**config.mk**
```make
export PLATFORM = sky130hd
export DESIGN_NAME = udalt_sweep_ctrl
export DESIGN_NICKNAME = d
export VERILOG_FILES = /design/src/rtl/udalt_sweep_ctrl.sv
export SDC_FILE = /design/constraint.sdc
export NUM_CORES = 1
export LEC_CHECK = 0
export ABC_AREA = 1
export CORE_MARGIN = 3
export CORE_UTILIZATION = 46
export CTS_BUF_LIST = sky130_fd_sc_hd__clkbuf_16
export CTS_CLUSTER_DIAMETER = 150
export DETAILED_ROUTE_END_ITERATION = 7
export PLACE_DENSITY = 0.85
export SLEW_MARGIN = 20
export SYNTH_ARGS = -nofsm -noshare
export SYNTH_HDL_FRONTEND = slang
export SYNTH_SLANG_ARGS = --single-unit
```
**constraint.sdc**
```tcl
create_clock -name Clk -period 1.7 [get_ports Clk]
set_clock_uncertainty 0.1 [all_clocks]
set_input_delay 0.425 -clock Clk [delete_from_list [all_inputs] [get_ports Clk]]
set_output_delay 0.425 -clock Clk [all_outputs]
set_load 0.01 [all_outputs]
```
**src/rtl/udalt_sweep_ctrl.sv**
```systemverilog
// udalt_sweep_ctrl: sequencing controller for the 4-bit up/down counter.
// Accepts a start command with lo/hi bounds and a sweep count, preloads the
// counter, ramps it lo->hi->lo for the requested number of sweeps and then
// pulses done. It is the sole driver of the counter's control inputs.
//
// Optional feature: define UDALT_SWEEP_CHECK_EN to compare the counter
// feedback against the internal position mirror and raise a sticky err flag.
// Without it, err is tied low and count is ignored.
module udalt_sweep_ctrl #(
    parameter int WIDTH   = 4,
    parameter int SWEEP_W = 4
) (
    input  logic               Clk,
    input  logic               reset,
    input  logic               start,
    input  logic [WIDTH-1:0]   lo,
    input  logic [WIDTH-1:0]   hi,
    input  logic [SWEEP_W-1:0] sweeps,
    input  logic               hold,
    input  logic               abort,
    input  logic [WIDTH-1:0]   count,
    output logic               cnt_en,
    output logic               cnt_up,
    output logic               cnt_load,
    output logic [WIDTH-1:0]   cnt_load_val,
    output logic [WIDTH-1:0]   pos,
    output logic [SWEEP_W-1:0] sweep_idx,
    output logic               busy,
    output logic               done,
    output logic               err
);

    localparam logic [2:0] S_IDLE = 3'd0;
    localparam logic [2:0] S_LOAD = 3'd1;
    localparam logic [2:0] S_UP   = 3'd2;
    localparam logic [2:0] S_DOWN = 3'd3;
    localparam logic [2:0] S_DONE = 3'd4;

    localparam logic [WIDTH-1:0]   POS_ONE = WIDTH'(1);
    localparam logic [SWEEP_W-1:0] IDX_ONE = SWEEP_W'(1);

    logic [2:0]         state;
    logic [2:0]         state_nxt;
    logic [WIDTH-1:0]   lo_r;
    logic [WIDTH-1:0]   hi_r;
    logic [SWEEP_W-1:0] sweeps_r;
    logic               cfg_ok;
    logic               accept;
    logic               step;
    logic               in_run;
    logic [WIDTH-1:0]   pos_inc;
    logic [WIDTH-1:0]   pos_dec;
    logic [SWEEP_W-1:0] idx_inc;

    assign cfg_ok  = (lo < hi) && (sweeps != '0);
    assign accept  = (state == S_IDLE) && start && !abort;
    assign in_run  = (state == S_UP) || (state == S_DOWN);
    // A step is a cycle in which the counter actually moves.
    assign step    = in_run && !hold && !abort;
    assign pos_inc = pos + POS_ONE;
    assign pos_dec = pos - POS_ONE;
    assign idx_inc = sweep_idx + IDX_ONE;

    // Counter control strobes decode straight from state so they track hold/abort in the same cycle.
    always_comb begin
        cnt_en   = step;
        cnt_up   = (state == S_UP);
        cnt_load = (state == S_LOAD);
    end

    // Next-state logic; abort overrides every transition.
    always_comb begin
        state_nxt = state;
        if (abort) begin
            state_nxt = S_IDLE;
        end else begin
            case (state)
                S_IDLE: begin
                    if (start) begin
                        state_nxt = cfg_ok ? S_LOAD : S_DONE;
                    end
                end
                S_LOAD: state_nxt = S_UP;
                S_UP: begin
                    if (!hold && (pos_inc == hi_r)) begin
                        state_nxt = S_DOWN;
                    end
                end
                S_DOWN: begin
                    if (!hold && (pos_dec == lo_r)) begin
                        state_nxt = (idx_inc == sweeps_r) ? S_DONE : S_UP;
                    end
                end
                S_DONE:  state_nxt = S_IDLE;
                default: state_nxt = S_IDLE;
            endcase
        end
    end

    // State register and captured command.
    always_ff @(posedge Clk or posedge reset) begin
        if (reset) begin
            state    <= S_IDLE;
            lo_r     <= '0;
            hi_r     <= '0;
            sweeps_r <= '0;
        end else begin
            state <= state_nxt;
            if (accept && cfg_ok) begin
                lo_r     <= lo;
                hi_r     <= hi;
                sweeps_r <= sweeps;
            end
        end
    end

    // Position mirror and completed-sweep index; both freeze on abort.
    always_ff @(posedge Clk or posedge reset) begin
        if (reset) begin
            pos       <= '0;
            sweep_idx <= '0;
        end else begin
            if ((state == S_LOAD) && !abort) begin
                pos <= lo_r;
            end else if (step) begin
                pos <= (state == S_UP) ? pos_inc : pos_dec;
            end
            if (accept && cfg_ok) begin
                sweep_idx <= '0;
            end else if (step && (state == S_DOWN) && (pos_dec == lo_r)) begin
                sweep_idx <= idx_inc;
            end
        end
    end

    // Registered status outputs. A run raises done on the edge entering DONE;
    // an invalid command spends its DONE cycle first, so its pulse lands one
    // edge later, after the FSM has already returned to IDLE.
    always_ff @(posedge Clk or posedge reset) begin
        if (reset) begin
            busy         <= 1'b0;
            done         <= 1'b0;
            cnt_load_val <= '0;
        end else begin
            busy         <= (state_nxt == S_LOAD) || (state_nxt == S_UP) || (state_nxt == S_DOWN);
            done         <= !abort && (((state_nxt == S_DONE) && (state != S_IDLE)) ||
                                       ((state == S_DONE) && !done));
            cnt_load_val <= (state_nxt == S_LOAD) ? lo : '0;
        end
    end

`ifdef UDALT_SWEEP_CHECK_EN
    // Sticky mismatch flag between counter feedback and the expected position.
    always_ff @(posedge Clk or posedge reset) begin
        if (reset) begin
            err <= 1'b0;
        end else if (accept && cfg_ok) begin
            err <= 1'b0;
        end else if ((in_run || (state == S_DONE)) && (count != pos)) begin
            err <= 1'b1;
        end
    end
`else
    logic count_unused;
    assign count_unused = ^count;
    assign err          = 1'b0;
`endif

endmodule

```
# [Yosys cells after proc, flatten, opt, wreduce, memory -nomap -nowiden]
# Index checks and enable logic that the tools add are counted.
[classes] muxes=13 addsub=3 n_eq_ne=11 order_cmp=1 n_reduce_logical=26
[op_table] cell="4-bit 2-to-1 mux" count=6
[op_table] cell="3-bit 2-to-1 mux" count=6
[op_table] cell="1-bit logical AND" count=14
[op_table] cell="3-bit by 2-bit == test with 1-bit output, second input constant" count=4
[op_table] cell="4-bit == test" count=3
[op_table] cell="3-bit one-hot mux with 4 select lines" count=1
[op_table] cell="4-bit by 1-bit adder with 4-bit output, second input constant" count=2
[op_table] cell="3-bit by 1-bit == test with 1-bit output, second input constant" count=2
[op_table] cell="3-bit == test, second input constant" count=2
[op_table] cell="1-bit logical OR" count=4
[op_table] cell="4-bit less-than comparator" count=1
[op_table] cell="2-bit nonzero test" count=2
[op_table] cell="4-bit nonzero test" count=1
[op_table] cell="4-bit by 1-bit subtractor with 4-bit output, second input constant" count=1
[op_table] cell="1-bit logical NOT" count=3
[op_table] cell="3-bit logical NOT" count=1
[op_table] cell="3-bit nonzero test" count=1
[word_totals] wordCells=63 output_inout_bits=18 ff_bits=29

# [Longest topological paths before layout]
# Gate-level depths: netlist of the first run.
[logic_depth] ltp_word=10 mapped_depth=12

# [Worst setup path after synthesis of the first run]
# OpenSTA, ideal clock, no wires.
[synth_timing] kind="register to register" from="register pos[0]" to="register sweep_idx[0]" path_buffers=0 setup_time_ns=0.125 stages_incl_launch_ff=11 slack_ns=-0.169 required_ns=1.475 arrival_time_ns=1.644 path_cell_list="dfrtp_1 > inv_2 > ha_1 > inv_1 > nand2_1 > nand2_1 > nand2_1 > nor2_4 > nand4_2 > o21ai_1 > a21oi_1"
[synth_between] elab_chain_len=4
[synth_lines] element="from (decl)" line="26" rtl="output logic [WIDTH-1:0] pos,"
[synth_lines] element="from (signal assigned)" line="124" rtl="pos <= lo_r;"
[synth_lines] element="from (signal assigned)" line="126" rtl="pos <= (state == S_UP) ? pos_inc : pos_dec;"
[synth_lines] element="4-bit by 1-bit subtractor with 4-bit output" line="61" rtl="assign pos_dec = pos - POS_ONE;"
[synth_lines] element="4-bit == test" line="130" rtl="end else if (step && (state == S_DOWN) && (pos_dec == lo_r)) begin"
[synth_lines] element="1-bit logical AND" line="130"
[synth_lines] element="2-bit nonzero test (no line)"
[synth_lines] element="to (signal assigned)" line="131" rtl="sweep_idx <= idx_inc;"
[synth_lines] element="to (decl)" line="27" rtl="output logic [SWEEP_W-1:0] sweep_idx,"
# Every way passes these cells.
# A chain may end at the register's enable or synchronous reset.

# [Worst setup path in the final report of the first run]
[layout_timing] from="register pos[0]" to="register sweep_idx[1]"
# The elaborated chain is that of the path after synthesis.

==> metrics.md, run 1 <==
| Metric | Value |
|---|---|
| Clock power share | `28.3%` |
| Fmax | `543 MHz` |
| PD cells | `1300 mW/mm2` |
| Setup ws final | `-0.141 ns` |
| Final ANT Viol Nets | `0` |
| CTS Sinks | `29` |
| Met1 wire length | `2.35 mm` |
| GRT Util Overall | `22.9%` |
| Prevailing post-synth register cell | `dfrtp_1` |
| Crit end category | `flip-flop` |
| Hold path cells | `3` |
| PortBufs | `33` |
| Ant. Diodes | `0` |
| CTS Hold Buffers Added | `0` |
| Crit path required time | `1.81 ns` |
| Reg2reg end | `sweep_idx[1]` |
| Sw Ratio | `between 30 and 40%` |
| Flop-to-flop setup slack | `-0.14 ns` |
| Status | `complete, but fails checks` |
| Drt first-iter violations | `~170` |
| Worst setup SP type | `flip-flop` |
| EDFF count, synth | `0` |
| Max Cap Viol | `0` |
| Detailed Routing Iterations Pass 1 | `6` |
| Vias in the first global route | `1,935` |
| Global-route wire length before repair | `~8.8 mm` |
| Number of synthesis warnings | `0` |
| Routed Wire Length | `6.33 mm` |
| Metal3 WL | `363 um` |
| Syn Nets | `251` |
| Psw | `1500 uW` |
| Synth async-reset ratio | `100%` |
| Min-delay worst type | `input pin to flip-flop` |
| Die ar. | `0.00478 mm2` |
| Ports | `39` |
| Min Hold Slack | `0.354 ns` |
| Setup TNS | `-1.06 ns` |
| Arr. time, crit path | `1.95 ns` |
| Clk_lat worst skew | `0.28 ns` |
| R2R cell count | `8` |
| Clock Root Buffer | `clkbuf_16` |
| Total global routing overflow | `0` |
| Row cnt | `22` |
| RSZ-0062 raised after global routing | `true` |
| Pint | `between 2000 and 3000 uW` |
| CTS max path bufs | `2` |
| Mean Syn Cell Area | `between 8 and 9 um2` |
| Part of the Yosys area used for sequential elements | `39.6%` |
| P_leak | `0.00165 uW` |
| Final setup fails | `18` |
| Clock transition at path regs | `roughly 0.050 ns` |
| CTS H-tree depth | `2` |
| Routability Congestion | `0.875` |
| Initial Util | `48.9%` |
| Total vias in the final route | `2,011` |
| Post-synthesis register bit count | `29` |
| Min-delay src | `lo[3]` |
| Synthesized cell area | `0.00183 mm2` |
| Die height | `between 60 and 70 um` |
| Largest net degree at the start of global routing | `30` |
| Layout cells sized above 1 | `52.9%` |
| CTS Buf Count | `5` |
| Via/cell ratio | `5.42` |
| Met2 WL | `3.27 mm` |
| Combinational Power Share | `46.5%` |
| Final hold violation count | `0` |
| Die width | `69.1 um` |
| CTS tree | `done` |
| Initial antenna violation count | `0` |
| CP Max Fanout | `8` |
| Seq pwr share | `25.2%` |
| Part of the cycle the worst path needs | `108%` |
| Failing checks | `setup timing` |
| NumNets Final | `349` |
| Max Used Layer | `met4` |
| Max Slew Vio Count | `0` |
| Drc violations | `0` |
| Synth cell types | `31` |
| Tmin final | `about 1.8 ns` |
| Post-detail-place hpwl | `3.27 mm` |
| Reg2reg start | `pos[0]` |
| Critical path class | `flip-flop to flip-flop` |
| Core area | `0.00374 mm2` |
| Wire per inst | `roughly 17 um` |
| VDD IR-drop max | `1070 uV` |
| Endpoint, Worst Hold | `cnt_load_val[3]` |
| Post-Syn Instances | `224` |
| Area grow syn2layout | `72.2%` |
## how the worst max path moves through the flow
stage | startpoint | endpoint | slack (ns) | depth (start not counted)
2_1_floorplan | hi[3] | lo_r[3] | 0.001 | 8
3_3_place_gp | abort | cnt_en | -0.54 | 7
3_5_place_dp | hi[3] | lo_r[0] | -0.60 | 9
4_1_cts | state[0] | sweep_idx[1] | -0.09 | 10
5_1_grt | pos[0] | sweep_idx[1] | -0.22 | 8
6_report | pos[0] | sweep_idx[1] | -0.14 | 8
## logic make-up (layout without fill, tap and decap cells)
logic type	Yosys count	in the layout	synth area share, %
flops	29	29	39.6
fa+ha+maj	6	6	4.10
other cells	1	1	0.205
compound gates	34	34	12.8
buf+inv	49	147	11.9
simple gates	100	101	29.0
xor+xnor	5	5	2.39
## timing repair
item | CTS | global route
pin swaps | 13 | 34
resized for setup | 59 | 55
setup buffers | 16 | 10
endpoints found under the setup margin | 36 | 32
gates cloned | 2 | 0
## cell type report
type | instances | area [um2]
Clock inverter | 3 | 65.1
Inverter | 44 | 170
Tap cell | 48 | 60.1
Timing Repair Buffer | 95 | 840
Sequential cell | 29 | 731
Clock buffer | 5 | 125
Fill cell | 197 | 589
Multi-Input combinational cell | 147 | 1160
## cell usage in the layout (no fill, tap or decap), types with 3 or more instances in the layout
master / n
a21oi_1: 6
buf_4: 51
buf_6: 9
clkbuf_16: 6
clkbuf_2: 6
clkdlybuf4s50_1: 11
dfrtp_1: 25
dfrtp_2: 4
dlygate4sd2_1: 6
dlymetal6s2s_1: 7
ha_4: 5
inv_1: 26
inv_2: 16
nand2_1: 27
nand2_2: 17
nand2_4: 6
nand3_1: 15
nand3_2: 3
nand3b_1: 3
nand4_1: 3
nand4_4: 3
nor2_1: 9
nor2_4: 10
o21ai_2: 16
o221ai_1: 3
## metal layers
metal	global-route usage, %	up-vias
met5	0	-
met4	10.2	0
met3	5.39	39
met2	41.1	122
met1	25.3	940
li1	-	910
## worst max-delay path, stage by stage, from the launching register on
cell	delay, ns
dfrtp_2	0.43
buf_4	0.14
buf_4	0.14
xor2_1	0.17
nand2_2	0.09
nor2_4	0.17
nand4_4	0.18
nand3b_1	0.25
nand2_1	0.11
## registers in the layout, indices dropped and copies added (netlist names)
name / cells
busy: 1
cnt_load_val: 4
done: 1
hi_r: 4
lo_r: 4
pos: 4
state: 3
sweep_idx: 4
sweeps_r: 4
## power groups by stage
stage               sequential (uW)  clock (uW)  combinational [uW]
finish                         1030        1160                1900
CTS                             996        1150                1600
floorplan                      1030           0                 924
detailed placement             1040           0                1400
global placement               1020           0                1340
global route                   1050        1210                2030
## per-stage QoR
stage / std cells / util [%] / power (uW) / worst slack [ns] / area (um2)
after floorplan: 224 / - / 1950 / 0.00121 / 1870
after global placement: 336 / 66.8 / 2360 / -0.543 / 2500
after detailed placement: 336 / 66.8 / 2440 / -0.598 / 2500
after CTS: 361 / 79.0 / 3740 / -0.0947 / 2960
after global routing: 371 / 84.3 / 4280 / -0.215 / 3150
final: 371 / 84.3 / 4090 / -0.141 / 3150
## synth_stat cells (2+ instances only)
library cell,instances,area (um2)
inv_2,6,22.5
buf_6,4,45.0
xnor2_1,2,17.5
o21ai_0,2,10.0
xor2_1,3,26.3
nor2_2,3,18.8
nor2_4,4,45.0
nand3b_1,3,22.5
inv_1,38,143
nor2_1,13,48.8
ha_1,6,75.1
nand4_1,3,18.8
a21oi_1,9,45.0
o21ai_2,12,105
o21ai_1,4,20.0
o221ai_1,3,26.3
nand3_1,18,90.1
nand2_2,12,75.1
nand2_1,38,143
nand3_2,2,20.0
dfrtp_1,29,726
(Power assumes the default switching activity.)
==> inputs of run 2 (changes only) <==
SKIP_LAST_GASP = 1   (was unset)
==> run 2 against run 1 <==
The run still ends with setup timing left. Core utilization grew 1.3 points. Die area is the same. Non-clock buffer count grew 2. Via count grew 4.1%. Clock power is essentially flat. Cell area grew 1.5%. Critical endpoint is now busy. Highest routed layer unchanged.
==> metrics.md, run 2 (synthesized netlist as in run 1, its figures left out) <==
| Metric | Value |
|---|---|
| Status | `complete, but fails checks (unchanged)` |
| Failing checks | `setup timing (unchanged)` |
| Combinational Power Share | `47.1% (was 46.5%)` |
| Arr. time, crit path | `1.94 ns (was 1.95 ns)` |
| PortBufs | `33 (unchanged)` |
| Max Cap Viol | `0 (unchanged)` |
| Die width | `69.1 um (unchanged)` |
| Multi-input gate area | `0.00118 mm2 (was 0.00116 mm2)` |
| Critical path class | `flip-flop to flip-flop (unchanged)` |
| NumNets Final | `351 (was 349)` |
| Commonest cells after routing, fill and taps aside | `buf_4, nand2_1, inv_1 (unchanged)` |
| Drt first-iter violations | `205 (was 171)` |
| CP Max Fanout | `3 (was 8)` |
| Layout cells sized above 1 | `51.7% (was 52.9%)` |
| Crit end category | `flip-flop (unchanged)` |
| CP dominant cell by count | `nand2_1 (was buf_4)` |
| GR peak layer | `met2 (unchanged)` |
| Capture point of the critical path | `busy (was sweep_idx[1])` |
| Routing usage on met3 | `5.25% (was 5.39%)` |
| CTS tree | `done (unchanged)` |
| Die height | `69.1 um (unchanged)` |
| Fillers | `198 (was 197)` |
| Storage cell area | `731 um2 (unchanged)` |
| Reg2reg end | `busy (was sweep_idx[1])` |
| Post-detail-place hpwl | `3.27 mm (unchanged)` |
| Tmin final | `1.88 ns (was 1.84 ns)` |
| Initial Util | `48.9% (unchanged)` |
| Total vias in the final route | `2,093 (was 2,011)` |
| R2R cell count | `12 (was 8)` |
| Crit. path cell count | `12 (was 8)` |
| Setup ws final | `-0.177 ns (was -0.141 ns)` |
| Delay-heaviest family, CP | `simple AND/OR/NAND/NOR gates (unchanged)` |
| Crit path required time | `1.77 ns (was 1.81 ns)` |
| M2 GR Usage | `40.6% (was 41.1%)` |
| CTS Buf Count | `5 (unchanged)` |
| Psw | `1530 uW (was 1500 uW)` |
| Wire per inst | `18.4 um (was 17.1 um)` |
| Slowest stage delay, CP | `0.39 ns (was 0.43 ns)` |
| PD cells | `1290 mW/mm2 (was 1300 mW/mm2)` |
| P_leak | `0.00165 uW (about the same)` |
| Bufs and invs on worst path | `1 (was 2)` |
| Largest net degree at the start of global routing | `30 (unchanged)` |
| Clk_lat worst skew | `0.28 ns (about the same)` |
| Ant. Diodes | `0 (unchanged)` |
| Crit path cell chain | `buf_6 > ha_4 > nand2_1 > nand2_1 > nand2_1 > nand2_1 > nor2_2 > nand2_2 > nor2_4 > nor2_1 > nand2_1 > nand2_2 (was buf_4 > buf_4 > xor2_1 > nand2_2 > nor2_4 > nand4_4 > nand3b_1 > nand2_1)` |
| Total Power | `4130 uW (was 4090 uW)` |
| Die ar. | `0.00478 mm2 (unchanged)` |
| Fmax | `533 MHz (was 543 MHz)` |
| Routed Wire Length | `6.86 mm (was 6.33 mm)` |
| Part of the cycle the worst path needs | `110% (was 108%)` |
| Min-delay worst type | `input pin to flip-flop (unchanged)` |
| Clock Root Buffer | `clkbuf_16 (unchanged)` |
| GRT Util Overall | `22.5% (was 22.9%)` |
| Initial antenna violation count | `0 (unchanged)` |
| VDD IR-drop max | `839 uV (was 1070 uV)` |
| Detailed Routing Iterations Pass 1 | `6 (unchanged)` |
| CTS H-tree depth | `2 (unchanged)` |
| Met1 Use GR | `24.9% (was 25.3%)` |
| Ports | `39 (unchanged)` |
| Critical path's slowest cell | `dfrtp_1 (was dfrtp_2)` |
| Reg2reg start | `sweep_idx[0] (was pos[0])` |
| Final hold violation count | `0 (unchanged)` |
| Sw Ratio | `37.1% (was 36.7%)` |
| Pint | `2600 uW (was 2590 uW)` |
| Flop-to-flop setup slack | `-0.18 ns (was -0.14 ns)` |
| Drc violations | `0 (unchanged)` |
| Routability Congestion | `0.875 (unchanged)` |
| CP Launch Point | `sweep_idx[0] (was pos[0])` |
| Final ANT Viol Nets | `0 (unchanged)` |
| Core area | `0.00374 mm2 (unchanged)` |
| Max Slew Vio Count | `0 (unchanged)` |
| CTS max path bufs | `2 (unchanged)` |
| CTS Sinks | `29 (unchanged)` |
| Seq pwr share | `24.9% (was 25.2%)` |
| Clock power share | `28.0% (was 28.3%)` |
| Area grow syn2layout | `74.8% (was 72.2%)` |
| Via/cell ratio | `5.61 (was 5.42)` |
| Global-route wire length before repair | `8.63 mm (was 8.78 mm)` |
| RSZ-0062 raised after global routing | `true (unchanged)` |
| Row cnt | `22 (unchanged)` |
| Final setup fails | `29 (was 18)` |
| Vias in the first global route | `1,908 (was 1,935)` |
| Clock transition at path regs | `0.05 ns (about the same)` |
| Min Hold Slack | `0.370 ns (was 0.354 ns)` |
| Worst setup SP type | `flip-flop (unchanged)` |
| Most common cell after layout, fill and taps aside | `buf_4 (unchanged)` |
| Total global routing overflow | `0 (unchanged)` |
## run 2: area by class of cell
cell class	count	area share [%]
multi-input cells	147	36.9
repair buffers	97	27.2
flip-flops and latches	29	22.8
inverters	44	5.31
clock buffers	5	3.91
clock inverters	3	2.03
well taps	48	1.88
## run 2: metal layers
| layer | vias to the layer above | share of wire [%] |
|---|---|---|
| met2 | 145 | 52 |
| met4 | 0 | 4.4 |
| met3 | 39 | 7.2 |
| met1 | 996 | 37 |
| met5 | - | 0 |
| li1 | 913 | - |
## run 2: per-stage QoR
| step | setup TNS (ns) | util, % | worst slack, ns | instances | area, um2 |
|---|---|---|---|---|---|
| 5_1_grt | -4.11 | 85.5 | -0.259 | 373 | 3200 |
| 3_5_place_dp | -13.86 | 66.8 | -0.598 | 336 | 2500 |
| 2_1_floorplan | 0 | - | 0.00121 | 224 | 1870 |
| 6_report | -2.21 | 85.5 | -0.177 | 373 | 3200 |
| 3_3_place_gp | -12.37 | 66.8 | -0.543 | 336 | 2500 |
| 4_1_cts | -2.22 | 78.1 | -0.157 | 361 | 2920 |
## run 2: what timing repair did
| item | in CTS | in global routing |
|---|---|---|
| hold buffers | 0 | 0 |
| hold endpoints to repair | 0 | 0 |
| gates cloned | 2 | 0 |
| pin swaps | 13 | 34 |
| gates resized for setup | 45 | 64 |
| buffers inserted | 16 | 12 |
| setup endpoints to repair | 36 | 31 |
## run 2: how the worst min path moves through the flow
stage,start,endpoint,slack [ns],cells after the start
2_1_floorplan,sweeps_r[1],sweeps_r[1],0.36,2
3_3_place_gp,sweeps_r[1],sweeps_r[1],0.39,2
3_5_place_dp,sweeps_r[1],sweeps_r[1],0.40,2
4_1_cts,reset,sweep_idx[3],0.39,3
5_1_grt,lo[3],cnt_load_val[3],0.37,3
6_report,lo[3],cnt_load_val[3],0.37,3
## run 2: tightest hold or removal path: stages
cell and delay, ns:
clkbuf_2 0.12, inv_1 0.10, nor2_1 0.06
## run 2: power by group through the flow
stage               clock network, uW  registers, uW  logic [uW]
floorplan                           0           1030         924
global placement                    0           1020        1340
detailed placement                  0           1040        1400
CTS                              1150            995        1580
global route                     1200           1050        2080
finish                           1150           1030        1950
==> inputs of run 3 (changes only) <==
CORE_UTILIZATION = 45   (was 46)
PLACE_DENSITY = 0.84   (was 0.85)
==> run 3 against run 2 <==
Routed wire length is 26% lower. Worst hold slack gained 0.023 ns. The run still ends with setup timing left. Highest routed layer unchanged. Core utilization is 8.7 points lower. Global-route usage is 1.6 points lower. Largest power group unchanged. Die area rose by 2.0%.
==> metrics.md, run 3 (synthesized netlist as in run 1, its figures left out) <==
| Metric | Value |
|---|---|
| Largest net degree at the start of global routing | `30 (unchanged)` |
| Final setup fails | `16 (was 29)` |
| Status | `complete, but fails checks (unchanged)` |
| Critical path's slowest cell | `dfrtp_2 (was dfrtp_1)` |
| CP Launch Point | `pos[0] (was sweep_idx[0])` |
| Clk_lat worst skew | `0.27 ns (was 0.28 ns)` |
| Metal3 WL | `274 um (was 491 um)` |
| Clock Root Buffer | `clkbuf_16 (unchanged)` |
| Via/cell ratio | `5.12 (was 5.61)` |
| Crit end category | `flip-flop (unchanged)` |
| Min-delay worst type | `flip-flop to flip-flop (was input pin to flip-flop)` |
| Detailed Routing Iterations Pass 1 | `4 (was 6)` |
| Critical path class | `flip-flop to flip-flop (unchanged)` |
| Flop-to-flop setup slack | `-0.14 ns (was -0.18 ns)` |
| Setup ws final | `-0.145 ns (was -0.177 ns)` |
| Commonest cells after routing, fill and taps aside | `buf_4, nand2_1, inv_1 (unchanged)` |
| Die ar. | `0.00487 mm2 (was 0.00478 mm2)` |
| Routability Congestion | `0.823 (was 0.875)` |
| Clock transition at path regs | `0.05 ns (about the same)` |
| Hold path cells | `2 (was 3)` |
| Ports | `39 (unchanged)` |
| Post-route cell area | `0.00292 mm2 (was 0.00320 mm2)` |
| Global-route wire length before repair | `8.08 mm (was 8.63 mm)` |
| Min Hold Slack | `0.393 ns (was 0.370 ns)` |
| Area grow syn2layout | `59.3% (was 74.8%)` |
| Layout cells sized above 1 | `42.0% (was 51.7%)` |
| Total global routing overflow | `0 (unchanged)` |
| Post-detail-place hpwl | `3.09 mm (was 3.27 mm)` |
| DP Area | `0.00247 mm2 (was 0.00250 mm2)` |
| Row cnt | `22 (unchanged)` |
| Core area | `0.00380 mm2 (was 0.00374 mm2)` |
| Setup TNS | `-0.888 ns (was -2.21 ns)` |
| P_leak | `0.00156 uW (was 0.00165 uW)` |
| Met2 WL | `2.64 mm (was 3.55 mm)` |
| Ant. Diodes | `0 (unchanged)` |
| Initial antenna violation count | `0 (unchanged)` |
| CP Max Fanout | `3 (unchanged)` |
| VDD IR-drop max | `692 uV (was 839 uV)` |
| Most common cell after layout, fill and taps aside | `buf_4 (unchanged)` |
| PortBufs | `33 (unchanged)` |
| CTS Hold Buffers Added | `0 (unchanged)` |
| Delay-heaviest family, CP | `simple AND/OR/NAND/NOR gates (unchanged)` |
| CTS Sinks | `29 (unchanged)` |
| CTS Buf Count | `5 (unchanged)` |
| Die width | `69.8 um (was 69.1 um)` |
| Crit path cell chain | `buf_6 > inv_4 > ha_4 > inv_4 > nand2_2 > nand2_2 > nand2_2 > nor2_4 > nand3_4 > nor2_4 > nor2_1 > nand2_1 > nand2_1 (was buf_6 > ha_4 > nand2_1 > nand2_1 > nand2_1 > nand2_1 > nor2_2 > nand2_2 > nor2_4 > nor2_1 > nand2_1 > nand2_2)` |
| Final hold violation count | `0 (unchanged)` |
| CP dominant cell by count | `nand2_2 (was nand2_1)` |
| Worst setup SP type | `flip-flop (unchanged)` |
| Tmin final | `1.84 ns (was 1.88 ns)` |
| Routed Wire Length | `5.05 mm (was 6.86 mm)` |
| RSZ-0062 raised after global routing | `true (unchanged)` |
| PD cells | `1220 mW/mm2 (was 1290 mW/mm2)` |
| Initial Util | `48.2% (was 48.9%)` |
| NumNets Final | `339 (was 351)` |
| Reg2reg start | `pos[0] (was sweep_idx[0])` |
| Bufs and invs on worst path | `3 (was 1)` |
| Final ANT Viol Nets | `0 (unchanged)` |
| CTS H-tree depth | `2 (unchanged)` |
| CTS max path bufs | `2 (unchanged)` |
| Reg2reg end | `busy (unchanged)` |
| Fmax | `542 MHz (was 533 MHz)` |
| Drc violations | `0 (unchanged)` |
| GRT Util Overall | `20.9% (was 22.5%)` |
| R2R cell count | `13 (was 12)` |
| Min-delay src | `sweeps_r[1] (was lo[3])` |
| Failing checks | `setup timing (unchanged)` |
| Part of the cycle the worst path needs | `109% (was 110%)` |
| Crit path required time | `1.76 ns (was 1.77 ns)` |
| Max Used Layer | `met4 (unchanged)` |
| Wire per inst | `14.0 um (was 18.4 um)` |
| Drt first-iter violations | `133 (was 205)` |
| Vias in the first global route | `1,847 (was 1,908)` |
| Arr. time, crit path | `1.91 ns (was 1.94 ns)` |
| Max Cap Viol | `0 (unchanged)` |
| Endpoint, Worst Hold | `sweeps_r[1] (was cnt_load_val[3])` |
| Slowest stage delay, CP | `0.41 ns (was 0.39 ns)` |
| Die height | `69.8 um (was 69.1 um)` |
| Total vias in the final route | `1,842 (was 2,093)` |
| Met1 wire length | `1.99 mm (was 2.51 mm)` |
| Max Slew Vio Count | `0 (unchanged)` |
| CTS tree | `done (unchanged)` |
[run 3: changes by cell type in the layout (fill, tap and decap cells not counted), moves of 3 or more]
cell           change
buf_4              -8
nand2_4            -6
inv_1              +5
nor2_1             +5
buf_6              -4
dlygate4sd2_1      +4
inv_2              -4
nand2_1            +4
ha_1               +3
ha_4               -3
nor2_4             -3
[run 3: worst max path at each step]
stage                  end  slack, ns  cells after the start
6_report              busy      -0.14                     13
5_1_grt               busy      -0.25                     13
4_1_cts             cnt_en      -0.13                      5
3_5_place_dp   sweeps_r[2]      -0.59                      9
3_3_place_gp        cnt_en      -0.55                      7
2_1_floorplan      lo_r[3]      0.001                      8
[run 3: layout make-up]
| type | instances | area [um2] |
|---|---|---|
| flip-flops and latches | 29 | 729 |
| repair buffers | 86 | 803 |
| fillers | 240 | 881 |
| multi-input cells | 146 | 1020 |
| clock buffers | 5 | 125 |
| inverters | 44 | 170 |
| clock inverters | 2 | 7.51 |
| well taps | 48 | 60.1 |
[run 3: repair_timing]
item | CTS | global route
gates cloned | 2 | 0
gates resized for setup | 42 | 23
buffers inserted | 11 | 6
pin swaps | 17 | 20
setup endpoints to repair | 36 | 32
[run 3: report_power, final]
group	total (uW)	switching, uW	internal [uW]
Sequential	995	144	850
Clock	803	282	520
Combinational	1770	902	864
[run 3: routing by layer]
metal	vias up	track usage (%)
li1	897	-
met1	872	23.5
met3	14	5.07
met2	59	36.6
met5	-	0
met4	0	10.4
[run 3: per-stage QoR]
step                util (%)  setup slack, ns  total power [uW]  instances
floorplan                  -          0.00121              1950        224
global placement        65.1           -0.555              2370        334
detailed placement      65.1           -0.589              2430        334
CTS                     73.7           -0.130              3380        354
global route            76.8           -0.252              3780        360
finish                  76.8           -0.145              3560        360
[run 3: worst min-delay path: stages (launching register included)]
cell and delay [ns]:
dfrtp_1 0.36, nand2_2 0.06, o21ai_2 0.04
